$ cat config.mk
export PLATFORM = sky130hd
export DESIGN_NAME = fifo_rd_port
export DESIGN_NICKNAME = d
export VERILOG_FILES = /design/src/rtl/fifo_pkg.sv /design/src/rtl/fifo_out_reg.sv /design/src/rtl/fifo_rd_port.sv
export SDC_FILE = /design/constraint.sdc
export NUM_CORES = 1
export LEC_CHECK = 0
export ABC_AREA = 1
export CAP_MARGIN = 15
export CORE_UTILIZATION = 30
export CTS_BUF_LIST = sky130_fd_sc_hd__clkbuf_4 sky130_fd_sc_hd__clkbuf_8
export DETAILED_ROUTE_END_ITERATION = 8
export GPL_ROUTABILITY_DRIVEN = 0
export PLACE_DENSITY = 0.66
export SYNTH_ARGS = -nofsm -noshare
export SYNTH_HDL_FRONTEND = slang
export SYNTH_SLANG_ARGS = --single-unit
$ cat constraint.sdc
create_clock -name rclk -period 2.6 [get_ports rclk]
set_input_delay 0.39 -clock rclk [delete_from_list [all_inputs] [get_ports rclk]]
set_output_delay 0.39 -clock rclk [all_outputs]
set_load 0.02 [all_outputs]
$ cat src/rtl/fifo_pkg.sv
// Shared FIFO helpers: Gray/binary pointer conversion and common widths.
// Conversions work on a zero-extended 32-bit vector so any pointer width up to 32 can use them.
package fifo_pkg;

  localparam int unsigned RD_COUNT_W = 16;

  function automatic logic [31:0] bin2gray(input logic [31:0] b);
    return b ^ (b >> 1);
  endfunction

  function automatic logic [31:0] gray2bin(input logic [31:0] g);
    logic [31:0] b;
    b[31] = g[31];
    for (int unsigned k = 1; k < 32; k++) begin
      b[31-k] = b[32-k] ^ g[31-k];
    end
    return b;
  endfunction

endpackage

$ cat src/rtl/fifo_out_reg.sv
// One-entry valid/ready output stage: load takes priority, otherwise accept clears valid.
module fifo_out_reg #(
  parameter int unsigned WIDTH = 8
) (
  input  logic             clk,
  input  logic             rst,
  input  logic             load_i,
  input  logic [WIDTH-1:0] data_i,
  input  logic             ready_i,
  output logic             valid_o,
  output logic [WIDTH-1:0] data_o
);

  logic             valid_q;
  logic [WIDTH-1:0] data_q;

  always_ff @(posedge clk) begin
    if (rst) begin
      valid_q <= 1'b0;
      data_q  <= '0;
    end else if (load_i) begin
      valid_q <= 1'b1;
      data_q  <= data_i;
    end else if (valid_q && ready_i) begin
      valid_q <= 1'b0;
    end
  end

  assign valid_o = valid_q;
  assign data_o  = data_q;

endmodule

$ cat src/rtl/fifo_rd_port.sv
// FIFO read port: read pointer, empty flag and memory address, feeding a registered FWFT output stage.
module fifo_rd_port
  import fifo_pkg::*;
#(
  parameter int unsigned DATASIZE = 8,
  parameter int unsigned ADDRSIZE = 4
) (
  input  logic                  rclk,
  input  logic                  rrst,
  input  logic [ADDRSIZE:0]     rq2_wptr,
  input  logic [DATASIZE-1:0]   mem_rdata,
  output logic [ADDRSIZE-1:0]   raddr,
  output logic [ADDRSIZE:0]     rptr,
  output logic                  rempty,
  output logic [ADDRSIZE:0]     rcount,
  output logic                  m_valid,
  input  logic                  m_ready,
  output logic [DATASIZE-1:0]   m_data,
  output logic [15:0]           rd_count
);

  localparam int unsigned PTR_W = ADDRSIZE + 1;

  logic [PTR_W-1:0]      rbin_q, rbin_d;
  logic [PTR_W-1:0]      rptr_q, rptr_d;
  logic                  rempty_q, rempty_d;
  logic [RD_COUNT_W-1:0] rd_count_q, rd_count_d;
  logic                  mem_pop;
  logic                  accept;

  assign mem_pop = !rempty_q && (!m_valid || m_ready);
  assign accept  = m_valid && m_ready;

  // Empty is judged on the post-pop pointer so the last word never triggers an extra read.
  always_comb begin
    rbin_d     = rbin_q + PTR_W'(mem_pop);
    rptr_d     = PTR_W'(bin2gray(32'(rbin_d)));
    rempty_d   = (rptr_d == rq2_wptr);
    rd_count_d = rd_count_q + RD_COUNT_W'(accept);
  end

  always_ff @(posedge rclk) begin
    if (rrst) begin
      rbin_q     <= '0;
      rptr_q     <= '0;
      rempty_q   <= 1'b1;
      rd_count_q <= '0;
    end else begin
      rbin_q     <= rbin_d;
      rptr_q     <= rptr_d;
      rempty_q   <= rempty_d;
      rd_count_q <= rd_count_d;
    end
  end

  fifo_out_reg #(
    .WIDTH (DATASIZE)
  ) u_out_reg (
    .clk     (rclk),
    .rst     (rrst),
    .load_i  (mem_pop),
    .data_i  (mem_rdata),
    .ready_i (m_ready),
    .valid_o (m_valid),
    .data_o  (m_data)
  );

  assign raddr    = rbin_q[ADDRSIZE-1:0];
  assign rptr     = rptr_q;
  assign rempty   = rempty_q;
  assign rcount   = PTR_W'(gray2bin(32'(rq2_wptr))) - rbin_q;
  assign rd_count = rd_count_q;

endmodule

==> results of run 1 <==
where the power goes:
part           switching, mW  internal (mW)
Combinational          0.173          0.146
Sequential            0.0127          0.559
Clock                  0.190          0.209
Total                  0.375          0.914
flip-flops by register name, indices dropped and copies added, names as in the netlist:
signal	flops
u_out_reg.data_o	8
rempty	1
rd_count	16
u_out_reg.valid_o	1
rptr	4
rbin_q	5
layout by cell type, fill, tap and decap left out:
master	count
nand3_2	1
nor3_1	4
nand3_1	21
buf_2	1
clkdlybuf4s50_1	46
inv_2	1
fa_2	1
clkinv_2	1
nor3_2	1
inv_1	33
xnor2_1	1
clkbuf_2	1
a21oi_1	16
ha_2	1
nor2_4	1
nand4_2	1
nand2_2	5
or2_1	1
or2_0	2
buf_8	1
clkbuf_4	2
nand2_1	56
xor2_4	1
buf_4	16
ha_1	7
o21a_1	2
dlymetal6s2s_1	1
a21oi_2	1
clkbuf_8	5
dfxtp_1	35
o21ai_0	13
nor2_1	37
buf_6	1
xor2_1	4
nand4_1	6
dlygate4sd2_1	2
nor2_2	1
routing by layer:
layer	track usage	wire [µm]	up-vias
li1	-	-	966
met3	0.0379	261	5
met1	0.190	1980	835
met2	0.268	2160	44
met5	0	0	-
met4	0.0509	47	0
layout make-up:
class	instances	area, µm²	share of cell area
multi-input combinational	184	977	0.371
clock inverter	1	5.00	0.00190
tap	72	90.1	0.0342
inverter	34	128	0.0485
timing repair buffer	69	647	0.246
clock buffer	7	83.8	0.0319
sequential	35	701	0.266
kinds of logic after synthesis:
family	count (synthesis)	synth area share
flops	35	0.390
fa+ha+maj	9	0.0669
buf+inv	38	0.0815
simple gates	137	0.334
compound gates	32	0.0941
xor+xnor	6	0.0335
per-stage QoR:
step	hold WS, ns	instances	utilization	setup TNS, ns
after global routing	0.486	402	0.466	-0.127
after global placement	0.454	394	0.447	-3.07
after detailed placement	0.456	394	0.447	-3.36
after CTS	0.468	402	0.462	-0.0422
after floorplan	0.525	257	-	0
final	0.472	402	0.466	-0.0317
how the worst min path moves through the flow:
stage / to / from / slack (ns)
global route: rd_count[12] / rd_count[12] / 0.49
CTS: rd_count[12] / rd_count[12] / 0.47
detailed placement: rd_count[12] / rd_count[12] / 0.46
floorplan: u_out_reg.data_o[0] / mem_rdata[0] / 0.52
global placement: rd_count[12] / rd_count[12] / 0.45
finish: rd_count[12] / rd_count[12] / 0.47
what timing repair did:
item,4_1_cts,5_1_grt
endpoints found under the hold margin,0,0
gates resized for setup,31,9
setup endpoints to repair,5,5
setup buffers,0,0
pin swaps,6,5
critical path, stage by stage:
cell and delay [ns]:
buf_8 0.11, xor2_4 0.18, or2_1 0.24, nand2_2 0.08, nand2_2 0.06, nand2_2 0.07, nand2_2 0.05, nand2_1 0.07
ha_2 0.17, inv_2 0.04, fa_2 0.36, nand3_2 0.08, nand2_2 0.05, xor2_1 0.13, buf_4 0.16
==> summary.md, run 1 <==
| Metric | Value |
|---|---|
| Status | finished with violations |
| Asr flop ratio synth | 0 |
| Gr usage total | 0.156 |
| # hold bufs at CTS | 0 |
| Leading register cell type out of synthesis | dfxtp_1 |
| Number of routed nets with antenna violations | 0 |
| 1st-pass router iterations | 4 |
| CTS tree | done |
| Largest net degree at the start of global routing | 20 |
| Final Hold Fails | 0 |
| DR DRC count | 0 |
| Synth Net Count | 282 |
| Reg clk slew, reported paths | 0.07 ns |
| Hold Crit Class | reg2reg |
| RSZ-0062 raised after global routing | yes |
| Ys Warns | 0 |
| Total wire length | 4460 µm |
| Violated checks | setup timing |
| Placement Cell Area | 0.00252 mm² |
| Minimum clock period | 2.63 ns |
| CP max FO | 3 |
| Reg2reg end | rempty |
| Worst r2r path cells | 13 |
| CTS buffer count | 5 |
| Largest cells by area after synthesis | dfxtp_1 39%, nand2_1 12%, nor2_1 7.7% |
| Max_cap viols | 0 |
| Die height | 79.4 µm |
| Post-DR wirelength/cell | 11.1 µm |
| Core area | 0.00564 mm² |
| Layout Area Growth over Synthesis | 46.6% |
| #FFs+latches synth | 35 |
| Slew headroom | 0.682 |
| Final Instance Area | 0.00263 mm² |
| I/O pin count | 56 |
| Worst-margin pin slew | 0.477 ns |
| Clock Latency Late Sink | 0.28 ns |
| CTS H-tree depth | 2 |
| # rows | 27 |
| Die X | 79.4 µm |
| Sequential cell area fraction in the yosys report | 0.390 |
| Unique masters post-synth | 25 |
| I/O Buffers | 55 |
| Final WS setup | -0.0317 ns |
| Fmax achieved | 0.380 GHz |
| Crit start category | input port |
| Root buffer cell | clkbuf_8 |
| VDD IR max | 0.234 mV |
| Clock tree buffer depth | 2 |
| Tcrit/Tclk final | 1.01 |
| Crit. End Element | primary output |
| Starting Density | 0.318 |
| Cell with the most instances after synthesis | nand2_1 |
| # clock sinks | 35 |
| Worst reg-to-reg setup slack | 0.73 ns |
| Initial antenna violation count | 0 |
| Fillcell total | 589 |
| Synth Cell Area | 0.00180 mm² |
| Skew final | 0.00382 ns |
| CP endpoint | rcount[4] |
| First-pass GRT wire length | 7830 µm |
| DP Wirelength | 3390 µm |
| Post-Syn Area per Cell | 6.99 µm² |
| Vias in the first global route | 1,860 |
| Hold depth | 2 |
| Syn Inst Count | 257 |
| Cell Pwr Density | 490 mW/mm² |
| Commonest cells post-synth | 59 x nand2_1, 37 x nor2_1, 35 x dfxtp_1 |
| Pleak | 1.16 nW |
| # nets final | 354 |
| Final slew viol count | 0 |
| Ant diodes | 0 |
| Die area | 0.00630 mm² |
| Post-synth EDFFs | 0 |
| Worst r2r src | u_out_reg.valid_o |
| Share of the synthesized area in the top cell type | 0.390 |
| Worst slack, placed | -0.928 ns |
| Largest area contributor in the netlist | dfxtp_1 |
| Arrival time worst endpoint | 2.24 ns |
| Setup crit start | rq2_wptr[4] |
| Vias | 1,850 |
| Layout cells sized above 1 | 0.130 |
| Setup CP Type | in2out |
| Critical path required time | 2.21 ns |
| Iteration-0 DRC Markers | 65 |
| Final setup viols | 1 |
| Total power | 1.29 mW |
| Grt ovf | 0 |
| Drt via density | 4.60 |
Note: power is estimated with default switching activity, not from simulation.
==> run 2: changes to the inputs <==
HOLD_SLACK_MARGIN = 0.12   (was default)
REMOVE_ABC_BUFFERS = 1   (was default)
==> summary.md, run 2 (synthesized netlist as in run 1, its figures left out) <==
| Metric | Value |
|---|---|
| DP Wirelength | 3370 µm (-0.50%) |
| Max_cap viols | 0 (unchanged) |
| Clock tree buffer depth | 2 (unchanged) |
| Root buffer cell | clkbuf_8 |
| Largest register FFs | 16 (unchanged) |
| Cell Pwr Density | 515 mW/mm² (+5.1%) |
| # rows | 27 (unchanged) |
| CTS buffer count | 5 (unchanged) |
| Worst-margin pin slew | 0.469 ns (-0.00753 ns) |
| # nets final | 355 (+0.28%) |
| Met2 Use GR | 0.258 (-0.0103) |
| Placed Cells | 394 (unchanged) |
| I/O Buffers | 55 (unchanged) |
| Minimum clock period | 2.58 ns (-0.0475 ns) |
| Reg clk slew, reported paths | 0.07 ns (about the same) |
| Crit path buf inv count | 4 (+1) |
| Iteration-0 DRC Markers | 113 (+74%) |
| Grt ovf | 0 (unchanged) |
| DR DRC count | 0 (unchanged) |
| Initial antenna violation count | 0 (unchanged) |
| Drt via density | 4.56 (-0.92%) |
| Most frequent cells in the layout | 56 x nand2_1, 47 x clkdlybuf4s50_1, 37 x nor2_1 |
| 1st-pass router iterations | 4 (unchanged) |
| Total wire length | 4410 µm (-0.92%) |
| Slew headroom | 0.687 (+0.00503) |
| # clock sinks | 35 (unchanged) |
| Vias in the first global route | 1,745 (-6.2%) |
| WHS | 0.468 ns (-0.00408 ns) |
| Busiest grt layer | met2 |
| CTS H-tree depth | 2 (unchanged) |
| Fmax achieved | 0.387 GHz (+1.8%) |
| Critical path required time | 2.21 ns (about the same) |
| Gr usage total | 0.152 (-0.00396) |
| Total power | 1.38 mW (+7.2%) |
| Commonest non-fill, non-tap cell in the layout | nand2_1 |
| Final setup viols | 0 (-1) |
| Core area | 0.00564 mm² (unchanged) |
| Crit start category | input port |
| Pleak | 1.18 nW (+1.2%) |
| VDD IR max | 0.273 mV (+16%) |
| Slowest CP cell | fa_2 |
| Setup CP Type | in2out |
| Post-DR wirelength/cell | 11.0 µm (-0.92%) |
| Arrival time worst endpoint | 2.19 ns (-0.05 ns) |
| Worst path cell trace | buf_8 -> xor2_4 -> or2_4 -> nand2_4 -> nand2_4 -> nand2_2 -> nand2_1 -> nand2_1 -> ha_2 -> inv_2 -> fa_2 -> buf_6 -> xor2_1 -> buf_4 |
| Layout Area Growth over Synthesis | 49.5% |
| Vias | 1,833 (-0.92%) |
| Tcrit/Tclk final | 0.994 (-0.0183) |
| Final slew viol count | 0 (unchanged) |
| Number of routed nets with antenna violations | 0 (unchanged) |
| CTS tree | done |
| Die area | 0.00630 mm² (unchanged) |
| Status | complete, no violations |
| RSZ-0062 raised after global routing | yes |
| Non-Filler Instances | 402 (unchanged) |
| CP max FO | 2 (-1) |
| Largest net degree at the start of global routing | 20 (unchanged) |
| Hold Crit Class | reg2reg |
| GR Layer Usage met1 | 0.184 (-0.00587) |
| Clock Latency Late Sink | 0.28 ns (about the same) |
| Crit. End Element | primary output |
| First-pass GRT wire length | 7540 µm (-3.7%) |
| Die height | 79.4 µm (unchanged) |
| GR Layer Usage met3 | 0.0402 (+0.00230) |
| Layout cells sized above 1 | 0.133 (+0.00303) |
| Starting Density | 0.318 (unchanged) |
| Kind of cell adding the most delay to the critical path | adder cells |
| Final Hold Fails | 0 (unchanged) |
| I/O pin count | 56 (unchanged) |
| Ant diodes | 0 (unchanged) |
| Die X | 79.4 µm (unchanged) |
| Skew final | 0.00314 ns (-0.000689 ns) |
| CP max stage delay | 0.37 ns (about the same) |
-- run 2: cell types whose count changed in the layout (fill, tap and decap cells not counted), sizes merged --
cell,previous run,this run
buf,19,20
clkinv,1,0
bufinv,0,1
clkdlybuf4s15,0,2
dlymetal6s2s,1,0
dlygate4sd2,2,1
clkdlybuf4s50,46,47
clkbuf,8,6
-- run 2: final cells by class --
class                   instances  area [µm²]
repair buffers                 70         666
fillers                       535        2960
clock buffers                   6        76.3
well taps                      72        90.1
clock inverters                 1        30.0
inverters                      34         128
flip-flops and latches         35         701
multi-input cells             184         995
-- run 2: worst paths after layout --
| path | from | to | slack (ns) | depth (start not counted) |
|---|---|---|---|---|
| setup / recovery | rq2_wptr[3] | rcount[2] | 0.02 | 14 |
| hold / removal | rd_count[12] | rd_count[12] | 0.47 | 2 |
| setup reg to reg | u_out_reg.valid_o | rempty | 0.72 | 12 |
| hold reg to reg | rd_count[12] | rd_count[12] | 0.47 | 2 |
-- run 2: worst min-delay path, cell delays in order, from the launching register on --
cell	delay (ns)
dfxtp_1	0.32
inv_1	0.05
a21oi_1	0.05
-- run 2: layer usage --
layer | vias to the layer above | wire length, µm
li1 | 967 | -
met1 | 811 | 1970
met2 | 48 | 2130
met3 | 7 | 256
met4 | 0 | 61
met5 | - | 0
-- run 2: power breakdown --
group | internal (mW) | total (mW) | switching, mW | leakage, nW
registers | 0.559 | 0.572 | 0.0126 | 0.285
clock network | 0.291 | 0.473 | 0.182 | 0.0547
logic | 0.159 | 0.338 | 0.179 | 0.839
total | 1.01 | 1.38 | 0.373 | 1.18
-- run 2: repair_timing --
action / in CTS / in global routing
resized for setup: 36 / 10
buffers inserted: 1 / 0
setup endpoints to repair: 5 / 5
hold buffers: 0 / 0
pin swaps: 7 / 4
endpoints found under the hold margin: 0 / 0
gates cloned: 0 / 0
-- run 2: per-stage QoR --
stage / cell area (µm²) / TNS [ns] / worst slack [ns] / util
6_report: 2690 / 0 / 0.0158 / 0.476
5_1_grt: 2690 / -0.156 / -0.0848 / 0.476
4_1_cts: 2650 / -0.0643 / -0.0355 / 0.470
3_5_place_dp: 2520 / -3.38 / -0.905 / 0.447
3_3_place_gp: 2520 / -3.18 / -0.852 / 0.447
2_1_floorplan: 1780 / 0 / 0.0587 / -
==> run 3: changes to the inputs <==
CTS_CLUSTER_DIAMETER = 60   (was default)
==> results of run 3 <==
Final layout, timing and power as in run 2 (identical DEF).
